[config.mk]
export PLATFORM = sky130hd
export DESIGN_NAME = round_ctrl
export DESIGN_NICKNAME = d
export VERILOG_FILES = /design/src/rtl/round_ctrl.sv
export SDC_FILE = /design/constraint.sdc
export NUM_CORES = 1
export LEC_CHECK = 0
export ABC_CLOCK_PERIOD_IN_PS = 2710
export BUFFER_PORTS_ARGS = -buffer_cell sky130_fd_sc_hd__buf_4
export CELL_PAD_IN_SITES_DETAIL_PLACEMENT = 0
export CELL_PAD_IN_SITES_GLOBAL_PLACEMENT = 1
export CORE_MARGIN = 2
export CORE_UTILIZATION = 30
export CTS_CLUSTER_SIZE = 28
export DETAILED_ROUTE_END_ITERATION = 10
export PLACE_DENSITY = 0.57
export REMOVE_ABC_BUFFERS = 1
export SLEW_MARGIN = 20
export SYNTH_ARGS = -nofsm -noshare
export SYNTH_HDL_FRONTEND = slang
export SYNTH_SLANG_ARGS = --single-unit
[constraint.sdc]
create_clock -name clk -period 2.71 [get_ports clk]
set_input_delay 0.4065 -clock clk [delete_from_list [all_inputs] [get_ports clk]]
set_output_delay 0.4065 -clock clk [all_outputs]
set_load 0.005 [all_outputs]
[src/rtl/round_ctrl.sv]
// -----------------------------------------------------------------------------
// round_ctrl
//
// Round sequencer for the binary number game. Arms a round on start_i, draws
// an 8-bit target from a free-running LFSR, counts the per-round seconds
// budget down, turns the guess button into a one-cycle pulse and reports the
// held compare / timeout flags back to the game logic.
//
// Ports
//   clk          system clock, all logic on the rising edge
//   rst          synchronous active-high reset
//   btn_i        debounced, clk-synchronous guess button level
//   sw_i[7:0]    player's binary guess
//   start_i      one-cycle pulse arming a new round (also restarts a live one)
//   secs_i[4:0]  seconds budget, sampled only with start_i (clamped to >= 3)
//   guess_p      one-cycle pulse per btn_i rising edge, in every state
//   target_o     current round target, never 0 once a round has been armed
//   secs_left_o  remaining seconds of the current round
//   cmp_r        held result of the last in-round guess (1 = match)
//   end_f        held high once the round timer has expired
//   busy_o       high while a round is running
// -----------------------------------------------------------------------------
module round_ctrl #(
    parameter int         TICK_CYCLES = 50_000_000,
    parameter logic [7:0] LFSR_SEED   = 8'hA5
) (
    input  logic       clk,
    input  logic       rst,
    input  logic       btn_i,
    input  logic [7:0] sw_i,
    input  logic       start_i,
    input  logic [4:0] secs_i,
    output logic       guess_p,
    output logic [7:0] target_o,
    output logic [4:0] secs_left_o,
    output logic       cmp_r,
    output logic       end_f,
    output logic       busy_o
);

    // A single-cycle tick would need a zero-width counter; keep at least 1 bit.
    localparam int PW = (TICK_CYCLES > 1) ? $clog2(TICK_CYCLES) : 1;
    localparam logic [PW-1:0] PRE_LAST = PW'(TICK_CYCLES - 1);

    typedef enum logic [1:0] {
        IDLE    = 2'd0,
        RUN     = 2'd1,
        DONE    = 2'd2,
        TIMEOUT = 2'd3
    } state_t;

    state_t          state_q;
    logic [7:0]      lfsr_q;
    logic [7:0]      lfsr_d;
    logic [PW-1:0]   pre_q;
    logic            btn_q;
    logic            rise;
    logic [7:0]      arm_target;
    logic [4:0]      arm_secs;

    // Fibonacci LFSR x^8+x^6+x^5+x^4+1, shifting left with feedback into bit 0.
    assign lfsr_d = {lfsr_q[6:0], lfsr_q[7] ^ lfsr_q[5] ^ lfsr_q[4] ^ lfsr_q[3]};

    assign rise = btn_i & ~btn_q;

    // A zero LFSR value would make the target indistinguishable from "no round".
    assign arm_target = (lfsr_q == 8'd0) ? 8'd1 : lfsr_q;
    assign arm_secs   = (secs_i < 5'd3) ? 5'd3 : secs_i;

    always_ff @(posedge clk) begin
        if (rst) begin
            state_q     <= IDLE;
            lfsr_q      <= LFSR_SEED;
            pre_q       <= '0;
            btn_q       <= 1'b0;
            guess_p     <= 1'b0;
            target_o    <= 8'd0;
            secs_left_o <= 5'd0;
            cmp_r       <= 1'b0;
            end_f       <= 1'b0;
            busy_o      <= 1'b0;
        end else begin
            lfsr_q  <= lfsr_d;
            btn_q   <= btn_i;
            // The pulse is independent of the FSM; only its effect on cmp_r is gated.
            guess_p <= rise;

            if (start_i) begin
                // Arming takes priority over a coincident button rise.
                state_q     <= RUN;
                target_o    <= arm_target;
                secs_left_o <= arm_secs;
                pre_q       <= '0;
                cmp_r       <= 1'b0;
                end_f       <= 1'b0;
                busy_o      <= 1'b1;
            end else begin
                case (state_q)
                    RUN: begin
                        if (rise) begin
                            // A guess on the final tick still wins over the timeout.
                            cmp_r   <= (sw_i == target_o);
                            state_q <= DONE;
                            busy_o  <= 1'b0;
                        end else if (pre_q == PRE_LAST) begin
                            pre_q <= '0;
                            if (secs_left_o <= 5'd1) begin
                                secs_left_o <= 5'd0;
                                end_f       <= 1'b1;
                                state_q     <= TIMEOUT;
                                busy_o      <= 1'b0;
                            end else begin
                                secs_left_o <= secs_left_o - 5'd1;
                            end
                        end else begin
                            pre_q <= pre_q + 1'b1;
                        end
                    end
                    default: begin
                        // IDLE, DONE and TIMEOUT hold everything until the next arm.
                        state_q <= state_q;
                    end
                endcase
            end
        end
    end

endmodule

==> flow_summary.json, run 1 <==
{
  "maxCapViolations": 0,
  "ys_types": 41,
  "period_share_pct": 87.8,
  "routed_wl_mm": 6.26,
  "hpwl_mm": 4.57,
  "routabilityCongestion": 0.777,
  "wl_per_cell_um": 14.5,
  "cts_made_buffers": 5,
  "nets": 346,
  "avgSynthCellArea_um2": 8.80,
  "tightest_slew_ns": 0.537,
  "grt_usage_pct": 15.0,
  "p_sw_mw": 0.407,
  "fin_crit_ns": 2.38,
  "critical_path_peak_fanout": 7,
  "final_common_cell": "dfxtp_1",
  "ys_ff_latch": 54,
  "fin_cells": 432,
  "via_per_inst": 5.05,
  "drtIter0Drc": 79,
  "ant_nets": 0,
  "syn_inst": 290,
  "core_area_um2": 8220,
  "r2r_start": "pre_q[6]",
  "cts_root_buf": "clkbuf_8",
  "synth_xor_area_share_pct": 11.3,
  "ir_drop_v": 0.000235,
  "power_frac_comb_pct": 10.6,
  "critPathKind": "reg -> reg",
  "ys_warn_count": 0,
  "cts_max_path_buffers": 2,
  "grt_pass1_wl_mm": 10.6,
  "p_sw_share_pct": 27.1,
  "outcome": "finished clean",
  "p_int_mw": 1.10,
  "diodes": 0,
  "synth_seq_area_share_pct": 42.4,
  "cp_data_arrival_time_ns": 2.64,
  "globalRouteMet1Util_pct": 20.3,
  "most-common-layout-cells": "54 x dfxtp_1, 47 x nor2_1, 36 x buf_4",
  "clock_latency_ns": 0.32,
  "cts_resized": 0,
  "p_per_area_nw_per_um2": 498,
  "relSlewSlack_pct": 64.0,
  "start_util_pct": 31.0,
  "dp_cells": 424,
  "synthAdderAreaFrac_pct": 1.47,
  "hold_class": "in -> reg",
  "grt_pass1_vias": 2070,
  "met3_usage_pct": 2.74,
  "synth_flop_cell": "dfxtp_1",
  "hold_buffers": 0,
  "gr-total-overflow": 0,
  "worstReg2RegEnd": "secs_left_o[4]",
  "multiInputGateArea_um2": 1430,
  "p_clk_share_pct": 32.9,
  "synthMuxAreaShare_pct": 4.86,
  "cts.sinks": 54,
  "r2r_slack_ns": 0.33,
  "worstRegToRegCells": 5,
  "first_pass_iters": 4,
  "area_growth_syn_to_layout_pct": 18.5,
  "synth_top_family_by_area": "simple AND/OR/NAND/NOR gates",
  "cts_tree": "yes",
  "gr-usage-met2_pct": 24.0,
  "synth_compound_gate_area_share_pct": 6.96,
  "grt-busiest-layer": "met2",
  "hold_path_end": "btn_q",
  "dieArea_um2": 9260,
  "hold_violations": 0,
  "route.detailed.drc": 0,
  "grt_max_degree": 28,
  "synth_area_um2": 2550,
  "cp.required_ns": 2.97,
  "min_from": "btn_i",
  "fill_cells": 871,
  "antenna_found_initial": 0,
  "p_seq_share_pct": 56.5,
  "async_flop_share_pct": 0,
  "clock.fmax_mhz": 420,
  "portBuffers": 33,
  "io_pins": 34,
  "die_w_um": 96.2,
  "power.leakage_nw": 1.13,
  "htreeDepth": 2,
  "drive_above_1_share_pct": 16.8,
  "slew_viol_final": 0,
  "num_vias": 2182,
  "cts_setup_buffers": 0,
  "path_clk_slew_ns": 0.11,
  "fp.dieH_um": 96.2,
  "synthSimpleGateAreaFrac_pct": 31.3,
  "finalSetupTns_ns": 0,
  "rows": 33,
  "critPathLaunchType": "flip-flop",
  "final-setup-viol-count": 0,
  "seq_area_um2": 1080,
  "end_kind": "flip-flop",
  "synth_edf_count": 0,
  "rsz0062_at_grt": "false",
  "skew_ns": 0.00485,
  "hold_depth": 2
}
synth_stat cells (4+ instances only):
master    number  area share, %
dfxtp_1       54             42
or2_2          4           0.98
inv_1          4           0.59
nand2_1       16            2.4
nor3_1        10            2.0
nor4_1         7            1.7
o21ai_0        6            1.2
xnor2_1       18            6.2
nor2_1        47            6.9
nor2b_1        9            2.2
xor2_1        15            5.1
mux2i_1        9            3.5
clkbuf_1       5           0.74
nand4_1       15            3.7
a21oi_1       11            2.2
a211oi_1       4            1.2
nand3_1       18            3.5
and3_1         4           0.98
routing by layer:
| metal | part of all wire, % | wire (µm) | vias up |
|---|---|---|---|
| met4 | 1.1 | 68 | 0 |
| met5 | 0 | 0 | - |
| li1 | - | - | 1100 |
| met1 | 49 | 3040 | 1026 |
| met2 | 46 | 2890 | 51 |
| met3 | 4.3 | 268 | 5 |
power groups by stage:
stage / Sequential, mW / Combinational, mW / Clock [mW]
3_5_place_dp: 0.868 / 0.163 / 0
3_3_place_gp: 0.868 / 0.163 / 0
6_report: 0.849 / 0.160 / 0.495
2_1_floorplan: 0.863 / 0.0855 / 0
5_1_grt: 0.856 / 0.179 / 0.551
4_1_cts: 0.850 / 0.163 / 0.516
layout make-up:
cell class                 instances  share of cell area, %
clock buffer                       5                   2.28
clock inverter                     3                  0.952
inverter                           4                  0.497
multi-input combinational        225                   47.2
sequential                        54                   35.8
tap                              105                   4.35
timing repair buffer              36                   8.94
metrics by stage:
stage	setup slack (ns)	instance area, µm²	power (mW)	hold WS, ns	utilization, %
after global placement	0.456	2930	1.03	0.434	35.6
after global routing	0.194	3020	1.59	0.356	36.8
after floorplan	0.644	2520	0.948	0.406	-
final	0.330	3020	1.50	0.348	36.8
after detailed placement	0.408	2930	1.03	0.434	35.6
after CTS	0.370	3020	1.53	0.341	36.8
logic make-up after synthesis:
family | Yosys count
flops | 54
buf+inv | 11
fa+ha+maj | 3
mux | 12
simple gates | 149
xor+xnor | 33
compound gates | 28
state kept, by name (all words and copies together) (netlist names):
register     count
cmp_r            1
btn_q            1
state_q          2
target_o         8
pre_q           26
lfsr_q           8
end_f            1
busy_o           1
guess_p          1
secs_left_o      5
worst max-delay path: stages (launching register included):
cell     delay, ns
dfxtp_1       0.44
or4b_4        0.50
nor4_4        0.47
nand3_2       0.22
or4_1         0.54
a21oi_1       0.15
how the worst max path moves through the flow:
stage | startpoint | end
after floorplan | pre_q[10] | secs_left_o[4]
after global placement | pre_q[6] | secs_left_o[4]
after detailed placement | pre_q[6] | secs_left_o[4]
after CTS | pre_q[6] | secs_left_o[4]
after global routing | pre_q[0] | secs_left_o[4]
final | pre_q[6] | secs_left_o[4]
Note: power is estimated with default switching activity, not from simulation.
==> run 2, diff against run 1 <==
- ABC_AREA: unset -> 1
- CORE_MARGIN: 2 -> 10
- PLACE_DENSITY: 0.57 -> 0.58
==> run 2 against run 1 <==
Compared with the run above: first-iteration DRC count rose by 68%; clock-buffer cell count did not move; design area rose by 7.7%; fmax rose by 36%; highest routed layer unchanged; wire length rose by 12%; sequential share of layout area fell by 2.6 points; critical path depth rose by 5; largest power group unchanged.
==> flow_summary.json, run 2 <==
{
  "most-common-layout-cells": "79 x nand2_1, 72 x nor2_1, 54 x dfxtp_1",
  "yosysMostFrequentCell": "nand2_1",
  "io_pins": 34,
  "synthAdderAreaFrac_pct": 1.35,
  "rsz0062_at_grt": "false",
  "ant_nets": 0,
  "dieArea_um2": 13500,
  "cts_max_path_buffers": 2,
  "period_share_pct": 64.8,
  "portBuffers": 33,
  "maxCapViolations": 0,
  "routed_wl_mm": 7.00,
  "synth_compound_gate_area_share_pct": 9.64,
  "synth.area.top_cells": "dfxtp_1 39%, nand2_1 11%, nor2_1 9.7%",
  "synthTopCellsByCount": "79 x nand2_1, 72 x nor2_1, 54 x dfxtp_1",
  "synth_xor_area_share_pct": 5.05,
  "synth_area_um2": 2780,
  "rows": 35,
  "synthMuxAreaShare_pct": 0,
  "core_area_um2": 9110,
  "grt_pass1_wl_mm": 11.9,
  "routabilityCongestion": 0.782,
  "fp.dieH_um": 116,
  "slew_viol_final": 0,
  "synth_top_family_by_area": "simple AND/OR/NAND/NOR gates",
  "ys_warn_count": 0,
  "diodes": 0,
  "fill_cells": 999,
  "synthSimpleGateAreaFrac_pct": 36.9,
  "critPathKind": "reg -> reg",
  "ir_drop_v": 0.000247,
  "route.detailed.drc": 0,
  "finalSetupTns_ns": 0,
  "setup_ws_ns": 0.954,
  "hold_buffers": 0,
  "wl_per_cell_um": 13.0,
  "end_kind": "flip-flop",
  "grt_pass1_vias": 2314,
  "skew_ns": 0.0101,
  "clock.fmax_mhz": 570,
  "hold_violations": 0,
  "die_w_um": 116,
  "cts_tree": "yes",
  "yosysTopAreaCell": "dfxtp_1",
  "first_pass_iters": 4,
  "cts_root_buf": "clkbuf_8",
  "tightest_slew_ns": 0.316,
  "top_register": "pre_q",
  "outcome": "finished clean",
  "area_growth_syn_to_layout_pct": 17.3,
  "gr-total-overflow": 0,
  "grt_max_degree": 19,
  "cts.sinks": 54,
  "synth_seq_area_share_pct": 38.9,
  "drive_above_1_share_pct": 17.8,
  "p_per_area_nw_per_um2": 503,
  "final-setup-viol-count": 0,
  "cp.required_ns": 2.92,
  "drtIter0Drc": 133,
  "nets": 446,
  "grt_usage_pct": 10.9,
  "clock_latency_ns": 0.32,
  "via_per_inst": 4.51,
  "power.leakage_nw": 1.37,
  "syn_inst": 390,
  "ys_ff_latch": 54,
  "antenna_found_initial": 0,
  "start_util_pct": 30.5,
  "preCtsSetupSlack_ns": 0.932,
  "synth_edf_count": 0,
  "htreeDepth": 2,
  "async_flop_share_pct": 0,
  "cts_setup_buffers": 0,
  "reg_top3": "pre_q: 26 flops, lfsr_q: 8 flops, target_o: 8 flops",
  "critPathLaunchType": "flip-flop",
  "cts_made_buffers": 5,
  "hpwl_mm": 5.50,
  "seq_area_um2": 1080,
  "cp_data_arrival_time_ns": 1.97,
  "cts_resized": 0,
  "avgSynthCellArea_um2": 7.12,
  "relSlewSlack_pct": 78.8,
  "ys_types": 36,
  "hold_class": "in -> reg",
  "final_common_cell": "nand2_1",
  "synth_top_area_share_pct": 38.9,
  "fin_crit_ns": 1.76,
  "num_vias": 2429,
  "critical_path_peak_fanout": 13,
  "largest_register_ffs": 26,
  "synth_flop_cell": "dfxtp_1",
  "path_clk_slew_ns": 0.11,
  "multiInputGateArea_um2": 1470
}
run 2: critical path: stages, from the launching register on:
cell and delay (ns):
dfxtp_1 0.40, ha_1 0.21, nand3_2 0.13, inv_2 0.10, nand2_1 0.08, nor2_4 0.15, nand3_4 0.14, nand2_4 0.16
inv_4 0.11, o21ai_0 0.10, a21oi_1 0.06
run 2: metal layers:
metal / vias up / share of wire, % / track usage, %
li1: 1300 / - / -
met1: 1084 / 52 / 15.3
met2: 37 / 42 / 16.4
met3: 8 / 4.9 / 2.62
met4: 0 / 1.1 / 2.75
met5: - / 0 / 0
run 2: path summary, 6_finish.rpt:
path	slack, ns	to	cells after the start	start
min	0.30	btn_q	3	btn_i
max	0.95	pre_q[5]	10	pre_q[0]
min reg2reg	0.44	lfsr_q[3]	2	lfsr_q[2]
max reg2reg	0.95	pre_q[5]	10	pre_q[0]
run 2: cells by family (layout without fill, tap and decap cells):
| logic type | after synthesis | count (layout) |
|---|---|---|
| xor+xnor | 16 | 16 |
| compound gates | 48 | 48 |
| fa+ha+maj | 3 | 3 |
| simple gates | 212 | 212 |
| flops | 54 | 54 |
| buf+inv | 57 | 94 |
run 2: power breakdown:
part,internal (mW),switching [mW]
Sequential,0.825,0.0276
Clock,0.283,0.303
Combinational,0.0903,0.111
run 2: final cells by class:
| cell class | instances | share of cell area (%) |
|---|---|---|
| repair buffers | 33 | 7.61 |
| inverters | 53 | 6.19 |
| multi-input cells | 279 | 45.2 |
| well taps | 111 | 4.26 |
| flip-flops and latches | 54 | 33.2 |
| clock inverters | 3 | 1.46 |
| clock buffers | 5 | 2.11 |
run 2: stage by stage:
step	util, %	area [µm²]	power (mW)	hold WS [ns]	cells
after global placement	34.5	3140	1.08	0.437	530
after floorplan	-	2750	0.983	0.410	386
final	35.8	3260	1.64	0.299	538
after CTS	35.8	3260	1.67	0.297	538
after detailed placement	34.5	3140	1.08	0.434	530
after global routing	35.8	3260	1.72	0.293	538
==> run 3, diff against run 2 <==
- ABC_CLOCK_PERIOD_IN_PS: 2710 -> 1700
- clock period: 2.71 -> 1.7 ns (I/O delays scaled with it)
==> run 3 against run 2 <==
Compared with the run above: sequential share of layout area decreased by 0.73 points; clock-buffer cell count increased by 1; critical path depth unchanged; hold slack worse by 0.13 ns; setup slack got worse by 0.84 ns; sequential cell count unchanged; fmax is 11% higher; utilization is 0.89 points higher; power rose by 56%; non-clock buffer count grew 11; cell count grew 2.0%; die area is the same.
==> flow_summary.json, run 3 (synthesized netlist as in run 2, its figures left out) <==
{
  "met3_usage_pct": 2.41,
  "slew_viol_final": 0,
  "wl_per_cell_um": 12.6,
  "gr-usage-met2_pct": 16.1,
  "setup_ws_ns": 0.116,
  "maxCapViolations": 0,
  "preCtsSetupSlack_ns": 0.0726,
  "cts.sinks": 54,
  "skew_ns": 0.00721,
  "route.detailed.drc": 0,
  "critPathMaxStageDelay_ns": 0.36,
  "portBuffers": 33,
  "hold_class": "in -> reg",
  "start_util_pct": 30.5,
  "ir_drop_v": 0.000302,
  "area_growth_syn_to_layout_pct": 20.2,
  "end_kind": "flip-flop",
  "cts_root_buf": "clkbuf_8",
  "finalSetupTns_ns": 0,
  "io_pins": 34,
  "dieArea_um2": 13500,
  "grt_pass1_vias": 2331,
  "crit_top_cell": "nand2_1",
  "reg_top3": "pre_q: 26 flops, lfsr_q: 8 flops, target_o: 8 flops",
  "path_clk_slew_ns": 0.10,
  "hpwl_mm": 5.47,
  "relSlewSlack_pct": 77.5,
  "cts_max_path_buffers": 2,
  "cp.required_ns": 1.90,
  "most-common-layout-cells": "79 x nand2_1, 72 x nor2_1, 52 x dfxtp_1",
  "grt_max_degree": 17,
  "critPathLaunchType": "flip-flop",
  "fin_crit_ns": 1.58,
  "antenna_found_initial": 0,
  "rows": 35,
  "clock.fmax_mhz": 631,
  "critical_path_peak_fanout": 13,
  "first_pass_iters": 4,
  "cp_slowest_cell": "dfxtp_2",
  "clock_latency_ns": 0.30,
  "hold_violations": 0,
  "fp.dieH_um": 116,
  "drive_above_1_share_pct": 20.3,
  "drtIter0Drc": 123,
  "outcome": "finished clean",
  "ant_nets": 0,
  "globalRouteMet1Util_pct": 14.9,
  "p_per_area_nw_per_um2": 767,
  "cts_tree": "yes",
  "path_cells": "ha_2, nand3_2, inv_2, nand2_1, nor2_4, nand3_4, nand2_4, inv_4, nand2_1, a21boi_1",
  "rsz0062_at_grt": "false",
  "nets": 457,
  "grt_pass1_wl_mm": 11.6,
  "cp_data_arrival_time_ns": 1.79,
  "worstRegToRegCells": 10,
  "core_area_um2": 9110,
  "via_per_inst": 4.47,
  "htreeDepth": 2,
  "num_vias": 2453,
  "die_w_um": 116,
  "critPathKind": "reg -> reg",
  "routed_wl_mm": 6.89,
  "gr-total-overflow": 0,
  "hold_depth": 3,
  "power.leakage_nw": 1.41,
  "top_register": "pre_q",
  "final_common_cell": "nand2_1",
  "period_share_pct": 93.2,
  "holdWs_ns": 0.165,
  "tightest_slew_ns": 0.336,
  "final-setup-viol-count": 0,
  "grt_usage_pct": 10.7,
  "routabilityCongestion": 0.797,
  "grt-busiest-layer": "met2",
  "largest_register_ffs": 26,
  "fill_cells": 981,
  "cts_made_buffers": 5,
  "diodes": 0
}
run 3: worst paths after layout:
| kind | start | endpoint | slack, ns |
|---|---|---|---|
| hold / removal | btn_i | btn_q | 0.17 |
| setup reg to reg | pre_q[0] | pre_q[15] | 0.12 |
| setup / recovery | pre_q[0] | pre_q[15] | 0.12 |
| hold reg to reg | lfsr_q[0] | lfsr_q[1] | 0.44 |
run 3: timing repair:
action | CTS | global route
setup buffers | 0 | 5
hold buffers | 0 | 0
setup endpoints to repair | 0 | 17
gates resized for setup | 0 | 3
run 3: per-layer routing:
layer	part of all wire, %	vias to the layer above
li1	-	1326
met1	52	1079
met2	42	43
met3	4.5	5
met4	1.2	0
met5	0	-
run 3: stage by stage:
step           cells  power (mW)  area [µm²]  util (%)
2_1_floorplan    386        1.57        2750         -
3_3_place_gp     536        1.73        3190      35.0
3_5_place_dp     536        1.73        3190      35.0
4_1_cts          544        2.61        3300      36.2
5_1_grt          549        2.71        3340      36.6
6_report         549        2.56        3340      36.6
run 3: critical path: cells and delay by family (launching register included):
kind                       cells  cell delay [ns]
and+or+nand+nor                6             0.67
DFF                            1             0.36
buffers and inverters          2             0.20
adders and majority gates      1             0.19
AOI/OAI and AO/OA              1             0.06
run 3: power by group:
group / switching [mW] / internal [mW] / total (mW)
Combinational: 0.182 / 0.158 / 0.340
Clock: 0.424 / 0.440 / 0.864
Sequential: 0.0411 / 1.31 / 1.36
run 3: cell type report:
| type | count | area, µm² | area share, % |
|---|---|---|---|
| clock inverter | 2 | 37.5 | 1.12 |
| timing repair buffer | 44 | 330 | 9.90 |
| sequential | 54 | 1080 | 32.5 |
| inverter | 53 | 201 | 6.03 |
| clock buffer | 6 | 72.6 | 2.17 |
| tap | 111 | 139 | 4.16 |
| multi-input combinational | 279 | 1470 | 44.2 |
